## config.mk

```make
export PLATFORM = sky130hd
export DESIGN_NAME = output_layer_collector
export DESIGN_NICKNAME = d
export VERILOG_FILES = /design/src/rtl/output_layer_collector_pkg.sv /design/src/rtl/output_layer_collector_acc_to_sign_mag.sv /design/src/rtl/output_layer_collector.sv
export SDC_FILE = /design/constraint.sdc
export NUM_CORES = 1
export LEC_CHECK = 0
export BUFFER_PORTS_ARGS = -buffer_cell sky130_fd_sc_hd__buf_4
export CELL_PAD_IN_SITES_DETAIL_PLACEMENT = 0
export CELL_PAD_IN_SITES_GLOBAL_PLACEMENT = 1
export CORE_ASPECT_RATIO = 0.7
export CORE_MARGIN = 8
export CORE_UTILIZATION = 43
export CTS_CLUSTER_DIAMETER = 80
export DETAILED_ROUTE_END_ITERATION = 16
export PLACE_DENSITY_LB_ADDON = 0.12
export SYNTH_ARGS = -nofsm -noshare
export SYNTH_HDL_FRONTEND = slang
export SYNTH_SLANG_ARGS = --single-unit
```

## constraint.sdc

```tcl
create_clock -name clk -period 8.71 [get_ports clk]
set_clock_uncertainty 0.1 [all_clocks]
set_input_delay 0.871 -clock clk [delete_from_list [all_inputs] [get_ports clk]]
set_output_delay 0.871 -clock clk [all_outputs]
set_load 0.01 [all_outputs]
```

## src/rtl/output_layer_collector_pkg.sv

```systemverilog
// Shared types and constants for the output-layer collector and its converter.
package output_layer_collector_pkg;

  typedef enum logic [1:0] {
    ST_IDLE    = 2'd0,
    ST_COLLECT = 2'd1,
    ST_FULL    = 2'd2
  } state_e;

  localparam logic [15:0] SM_NEG_ZERO = 16'h8000;  // reserved downstream, never produced
  localparam logic [15:0] SM_POS_MAX  = 16'h7FFF;
  localparam logic [15:0] SM_NEG_MAX  = 16'hFFFF;

  localparam int unsigned N_OUT_DEFAULT  = 10;
  localparam int unsigned DATA_W_DEFAULT = 16;

endpackage

```

## src/rtl/output_layer_collector_acc_to_sign_mag.sv

```systemverilog
// Combinational rescale, saturate and two's-complement to sign-magnitude conversion.
module acc_to_sign_mag
  import output_layer_collector_pkg::*;
#(
  parameter int unsigned ACC_W      = 32,
  parameter int unsigned FRAC_SHIFT = 8
) (
  input  logic [ACC_W-1:0]          acc,
  output logic [DATA_W_DEFAULT-1:0] sm
);

  localparam int unsigned MAG_W = DATA_W_DEFAULT - 1;
  localparam logic signed [ACC_W-1:0] POS_LIM = ACC_W'((1 << MAG_W) - 1);
  localparam logic signed [ACC_W-1:0] NEG_LIM = -POS_LIM;

  logic signed [ACC_W-1:0] s;

  // Clamp to +/-(2^15-1) so the magnitude always fits and -0 cannot appear.
  always_comb begin
    s = $signed(acc) >>> FRAC_SHIFT;
    if (s > POS_LIM)
      sm = SM_POS_MAX;
    else if (s < NEG_LIM)
      sm = SM_NEG_MAX;
    else if (s < 0)
      sm = {1'b1, MAG_W'(-s)};
    else
      sm = {1'b0, MAG_W'(s)};
  end

endmodule

```

## src/rtl/output_layer_collector.sv

```systemverilog
// Collects N_OUT converted neuron words into a frame for the argmax stage.
module output_layer_collector
  import output_layer_collector_pkg::*;
#(
  parameter int unsigned N_OUT      = N_OUT_DEFAULT,
  parameter int unsigned DATA_W     = DATA_W_DEFAULT,
  parameter int unsigned ACC_W      = 32,
  parameter int unsigned FRAC_SHIFT = 8
) (
  input  logic                    clk,
  input  logic                    rst,
  input  logic                    start,
  input  logic                    in_valid,
  output logic                    in_ready,
  input  logic [ACC_W-1:0]        in_data,
  output logic                    out_valid,
  input  logic                    out_ready,
  output logic [N_OUT*DATA_W-1:0] out_data,
  output logic                    busy,
  output logic [3:0]              cnt_o
);

  localparam int unsigned CNT_W = 4;

  state_e                  state_q, state_d;
  logic [CNT_W-1:0]        cnt_q, cnt_d;
  logic [N_OUT*DATA_W-1:0] buf_q, buf_d;
  logic [DATA_W-1:0]       word;
  logic                    accept;

  acc_to_sign_mag #(
    .ACC_W      (ACC_W),
    .FRAC_SHIFT (FRAC_SHIFT)
  ) u_conv (
    .acc (in_data),
    .sm  (word)
  );

  assign in_ready  = (state_q == ST_COLLECT);
  assign out_valid = (state_q == ST_FULL);
  assign busy      = (state_q != ST_IDLE);
  assign cnt_o     = cnt_q;
  assign out_data  = buf_q;
  assign accept    = in_valid & in_ready;

  // Next-state: start overrides any handshake; neuron k lands in slot k (MSB-first).
  always_comb begin
    state_d = state_q;
    cnt_d   = cnt_q;
    buf_d   = buf_q;
    if (start) begin
      state_d = ST_COLLECT;
      cnt_d   = '0;
      buf_d   = '0;
    end else begin
      unique case (state_q)
        ST_COLLECT: begin
          if (accept) begin
            for (int unsigned k = 0; k < N_OUT; k++) begin
              if (cnt_q == CNT_W'(k))
                buf_d[(N_OUT-1-k)*DATA_W +: DATA_W] = word;
            end
            cnt_d = cnt_q + CNT_W'(1);
            if (cnt_q == CNT_W'(N_OUT-1))
              state_d = ST_FULL;
          end
        end
        ST_FULL: begin
          if (out_ready)
            state_d = ST_IDLE;
        end
        default: ;
      endcase
    end
  end

  // State, count and frame buffer registers.
  always_ff @(posedge clk or posedge rst) begin
    if (rst) begin
      state_q <= ST_IDLE;
      cnt_q   <= '0;
      buf_q   <= '0;
    end else begin
      state_q <= state_d;
      cnt_q   <= cnt_d;
      buf_q   <= buf_d;
    end
  end

endmodule

```

Yosys cells after proc, flatten, opt, wreduce, memory -nomap -nowiden:

Index checks and enable logic that the tools add are counted.

* multiplexer cells: 24
* bitwise logic cells: 1
* reduce and logical (&&, ||, !) cells: 27
* magnitude comparators: 3
* equality and inequality tests: 14
* $add $sub $neg: 2

Operators by type and width (number)
* $mux 160: 3
* $mux 16: 13
* $reduce_and 3->1: 10
* $reduce_bool 2->1: 13
* $gt 24x16->1 const B: 1
* $lt 24x1->1 const B: 1
* $lt 24x16->1 const B: 1
* $eq 4x3->1 const B: 4
* $neg 15->15: 1
* $mux 4: 3
* $ne 3x2->1 const B: 3
* $eq 4x2->1 const B: 2
* $eq 4x4->1 const B: 2
* $mux 2: 4
* $add 4x1->4 const B: 1
* $eq 4x1->1 const B: 1
* $logic_not 4->1: 1
* $pmux 2 s2: 1
* $reduce_and 4->1: 1
* $reduce_bool 3->1: 1
* $eq 2x1->1 const B: 1
* $eq 2x2->1 const B: 1
* $reduce_and 2->1: 1
* $and 1x1->1: 1

* output and inout port bits: 167
* bits in registers: 166

Logic depth before layout (Yosys ltp):

* depth after elaboration: 8
* depth in mapped cells: 11

Hierarchy:

Synthesis repeated with hierarchy kept, for this count alone.

* cell total of the unflattened synthesis: 673
* area, all modules: 7928.9 um2

Modules (own cells, without submodules)
* output_layer_collector: cells an instance 599, instances 1, area each 7445.9 um2
* acc_to_sign_mag: cells an instance 74, instances 1, area each 483.0 um2

Worst setup path before layout:

No wires, ideal clock.

* kind: input to register
* start: in in_data[31]
* end: reg buf_q[116] (netlist: out_data[116])
* data arrival time: 3.142 ns
* cell stages on the path: 9
* data required time: 8.447 ns
* path slack: 5.305 ns
* path through: buf_2 -> clkbuf_1 -> nand4_1 -> nor3_1 -> o21ai_0 -> ha_1 -> buf_1 -> o311ai_1 -> a211oi_1

* cells in the longest elaborated chain, start to end: 8

Ends and longest elaborated chain
* from (decl): RTL line output_layer_collector.sv:15 `input logic [ACC_W-1:0] in_data,`
* $lt 24x1->1: RTL line output_layer_collector_acc_to_sign_mag.sv:25 `else if (s < 0)`
* $mux 16: RTL line output_layer_collector_acc_to_sign_mag.sv:25
* $mux 16: RTL line output_layer_collector_acc_to_sign_mag.sv:23 `else if (s < NEG_LIM)`
* $mux 16 (*): RTL line output_layer_collector_acc_to_sign_mag.sv:21 `if (s > POS_LIM)`
* $mux 16 (*): RTL line output_layer_collector.sv:60 `if (cnt_q == CNT_W'(k))`
* $mux 160 (*): RTL line output_layer_collector.sv:58 `if (accept) begin`
* $mux 160 (*): RTL line output_layer_collector.sv:56 `unique case (state_q)`
* $mux 160 (*): RTL line output_layer_collector.sv:51 `if (start) begin`
* to (signal assigned): RTL line output_layer_collector.sv:86 `buf_q <= buf_d;`
* to (decl): RTL line output_layer_collector.sv:27 `logic [N_OUT*DATA_W-1:0] buf_q, buf_d;`

Mark *: on every way between the ends. The rest lies on a longest branch, timed or not. The select of a mux whose other input is x is not followed.
A chain may end at the register's enable or synchronous reset.

Final worst setup path:

* start: in in_data[31]
* end: reg buf_q[9] (netlist: out_data[9])

Same word-level chain as after synthesis.

==> impl_table.tex <==
\begin{tabular}{lr}
\hline
Metric & Value \\
\hline
\multicolumn{2}{l}{\textbf{Pwr}} \\
Ratio of total power to cell area & 177 nW/µm² \\
Maximum vdd ir drop & 0.124 mV \\
P\_leak & 4.34 nW \\
\multicolumn{2}{l}{\textbf{Setup path}} \\
Critical-path top delay cell & a21boi\_1 \\
Reg-to-reg startpoint & state\_q[1] \\
Required time reported for the critical path endpoint & 8.87 ns \\
Crit Path Category & in -> reg \\
Family with the most delay on the worst path & compound AO/OA/AOI/OAI gates \\
Maximum single-stage delay on the critical path & 0.82 ns \\
Sort of element at the end of the critical path & flip-flop \\
Buf/Inv on CP & 1 \\
Series of cell instances along the critical path & buf\_4 -> nand4\_1 -> nor3\_1 -> o21ai\_0 -> ha\_1 -> nor2b\_1 -> a21boi\_1 -> o32ai\_1 \\
Critical Path Fanout Max & 35 \\
Setup crit start kind & input port \\
Critical Path AT & 3.99 ns \\
Timing startpoint of the critical path & in\_data[31] \\
\multicolumn{2}{l}{\textbf{Global route}} \\
Total global routing track utilization & 0.212 \\
Largest net degree at the start of global routing & 96 \\
Number of global-route vias before repair & 6445 \\
Remaining Overflow, GRT & 0 \\
Antenna violations before repair & 0 \\
Global-route wire length before repair & 37500 µm \\
\multicolumn{2}{l}{\textbf{Final layout}} \\
Most common cell after layout, fill and taps aside & buf\_4 \\
Share of cells above drive strength 1 & 0.278 \\
Net count reported at finish & 938 \\
Layout Area Growth over Synthesis & 28.2\% \\
Number of antenna repair diodes & 0 \\
Highest-count cells in the layout ignoring fill and taps & buf\_4 (202), dfrtp\_1 (166), nand3\_1 (100) \\
\multicolumn{2}{l}{\textbf{STA}} \\
Highest clock frequency the design can meet & 261 MHz \\
Transition time at the pin with the least slew margin & 1.28 ns \\
Final hold violation count & 0 \\
Final Slew Violations & 0 \\
Setup repair after global routing missed its margin & no \\
Final setup fails & 0 \\
Setup total negative slack & 0 ns \\
Fin crit period & 3.83 ns \\
Relative slew slack & 0.137 \\
Min setup slack post-route & 4.88 ns \\
Final worst-path cycle share & 0.439 \\
\multicolumn{2}{l}{\textbf{Placed design}} \\
Post-Place Worst Slack & 4.54 ns \\
Count of buffers inserted at the top-level ports & 195 \\
Final weighted congestion in routability-driven placement & 0.843 \\
Dpl hpwl & 16900 µm \\
\multicolumn{2}{l}{\textbf{Floorplan}} \\
Die outline width & 174 µm \\
Row Count & 40 \\
Height of the die & 127 µm \\
Die Area & 22100 µm² \\
Initial standard-cell utilization of the core & 0.440 \\
Number of top-level pins & 204 \\
Area of the core & 17200 µm² \\
\multicolumn{2}{l}{\textbf{Clock tree}} \\
CTS tree & done \\
Worst skew pair latency & 0.43 ns \\
Resized cells post-CTS & 0 \\
Library cell used as clock root buffer & clkbuf\_16 \\
Maximum root-to-sink buffer count & 2 \\
H-Tree Level Count & 4 \\
Post-CTS setup repair buffer count & 0 \\
Clk pin slew, worst setup/hold paths & 0.07 ns \\
TritonCTS buffer count & 17 \\
Number of sinks driven by the clock tree & 166 \\
Number of buffers inserted by hold repair at cts & 0 \\
\multicolumn{2}{l}{\textbf{Hold path}} \\
Start point of the worst min-delay path & out\_data[145] \\
Worst hold-check path type & reg -> reg \\
\multicolumn{2}{l}{\textbf{Logic synthesis}} \\
Post-synth EDFFs & 0 \\
Flops \& latches, synth & 166 \\
Synthesized net count & 784 \\
Part of the Yosys area used for sequential elements & 0.550 \\
Post-Syn Area & 7550 µm² \\
Mean cell area of the mapped netlist & 10.2 µm² \\
Synth warnings & 0 \\
Number of distinct standard cells referenced by the synthesized netlist & 52 \\
Top flip-flop cell by instance count after synthesis & dfrtp\_1 \\
Cells after Synth & 740 \\
Fraction of registers with async set/reset & 1.00 \\
\multicolumn{2}{l}{\textbf{Drt}} \\
Number of violations reported at the end of detailed-routing iteration 0 & 716 \\
Post-route ant nets & 0 \\
Detail-routed via count per cell & 5.96 \\
Router iterations before antenna repair & 5 \\
Total vias in the final route & 6783 \\
Total wirelength of the detailed-routed design & 24100 µm \\
Number of DRC violations after detailed routing & 0 \\
Mean routed wirelength per cell & 21.1 µm \\
\multicolumn{2}{l}{\textbf{Flow run}} \\
Max-cap viol count & 0 \\
\multicolumn{2}{l}{\textbf{Run status}} \\
Outcome & complete, no violations \\
\hline
\end{tabular}
registers in the layout, indices dropped and copies added (netlist names):
signal    cells
cnt_o         4
out_data    160
state_q       2
synth_stat cells (4+ instances only):
library cell	instances	share of area
nor2_1	83	0.041
and3_1	7	0.0058
clkbuf_1	52	0.026
nor3_1	9	0.0060
nand2b_1	4	0.0033
o21ai_0	47	0.031
o41ai_1	24	0.028
nand3_1	100	0.066
dfrtp_1	166	0.55
a311oi_1	20	0.023
o31ai_1	9	0.0090
a211oi_1	50	0.050
buf_2	6	0.0040
o21a_1	10	0.0099
nand4_1	17	0.014
inv_1	7	0.0035
buf_1	9	0.0045
ha_1	7	0.012
nand2_1	31	0.015
nor2b_1	8	0.0066
a21oi_1	5	0.0033
o311a_1	10	0.013
or4_1	4	0.0040
o32ai_1	6	0.0070
worst paths after layout:
kind / cells after the start / slack (ns) / to
hold reg to reg: 2 / 0.41 / out_data[145]
setup reg to reg: 4 / 5.90 / out_data[25]
max in group asynchronous: 3 / 6.50 / out_data[51]
min in group asynchronous: 2 / 0.50 / out_data[113]
hold / removal: 2 / 0.41 / out_data[145]
setup / recovery: 8 / 4.88 / out_data[9]
worst register-to-register path: stages, from the launching register on:
cell and delay (ns):
dfrtp_1 0.47, and3b_1 0.65, and3_1 0.92, nand2_1 0.27
o32ai_1 0.30
final cells by class:
class                      instances  area (µm²)
clock buffer                      18         429
clock inverter                    14         133
fill                            1516        7490
inverter                           8        35.0
multi-input combinational        499        3120
sequential                       166        4150
tap                              231         289
timing repair buffer             202        1520
metrics by stage:
| step | area [µm²] | cells | utilization | total power, mW | hold slack, ns |
|---|---|---|---|---|---|
| global route | 9670 | 1138 | 0.563 | 1.77 | 0.432 |
| global placement | 9110 | 1106 | 0.531 | 0.992 | 0.387 |
| CTS | 9670 | 1138 | 0.563 | 1.72 | 0.418 |
| finish | 9670 | 1138 | 0.563 | 1.71 | 0.412 |
| floorplan | 7550 | 740 | - | 0.913 | 0.436 |
| detailed placement | 9110 | 1106 | 0.531 | 0.997 | 0.402 |
metal layers:
| metal | up-vias | global-route usage | wire, µm |
|---|---|---|---|
| li1 | 3106 | - | - |
| met4 | 0 | 0.0511 | 216 |
| met1 | 3411 | 0.311 | 11500 |
| met5 | - | 0 | 0 |
| met3 | 14 | 0.0557 | 1600 |
| met2 | 252 | 0.306 | 10800 |
report_power, final:
part / switching [mW] / leakage [nW] / total (mW) / internal (mW)
clock: 0.349 / 0.265 / 0.728 / 0.379
combinational: 0.119 / 1.78 / 0.178 / 0.0589
sequential: 0.0136 / 2.29 / 0.803 / 0.789
cells by family (layout without fill, tap and decap cells):
family | after synthesis | count (layout) | share of synthesized area
adder cells (fa/ha/maj) | 7 | 7 | 0.0116
multiplexers | 1 | 1 | 0.00133
flip-flops | 166 | 166 | 0.550
buffers and inverters | 75 | 242 | 0.0383
AND/OR/NAND/NOR | 288 | 288 | 0.193
AO/OA/AOI/OAI | 197 | 197 | 0.199
XOR/XNOR | 6 | 6 | 0.00697
No activity file was read; power rests on OpenSTA's default activity.
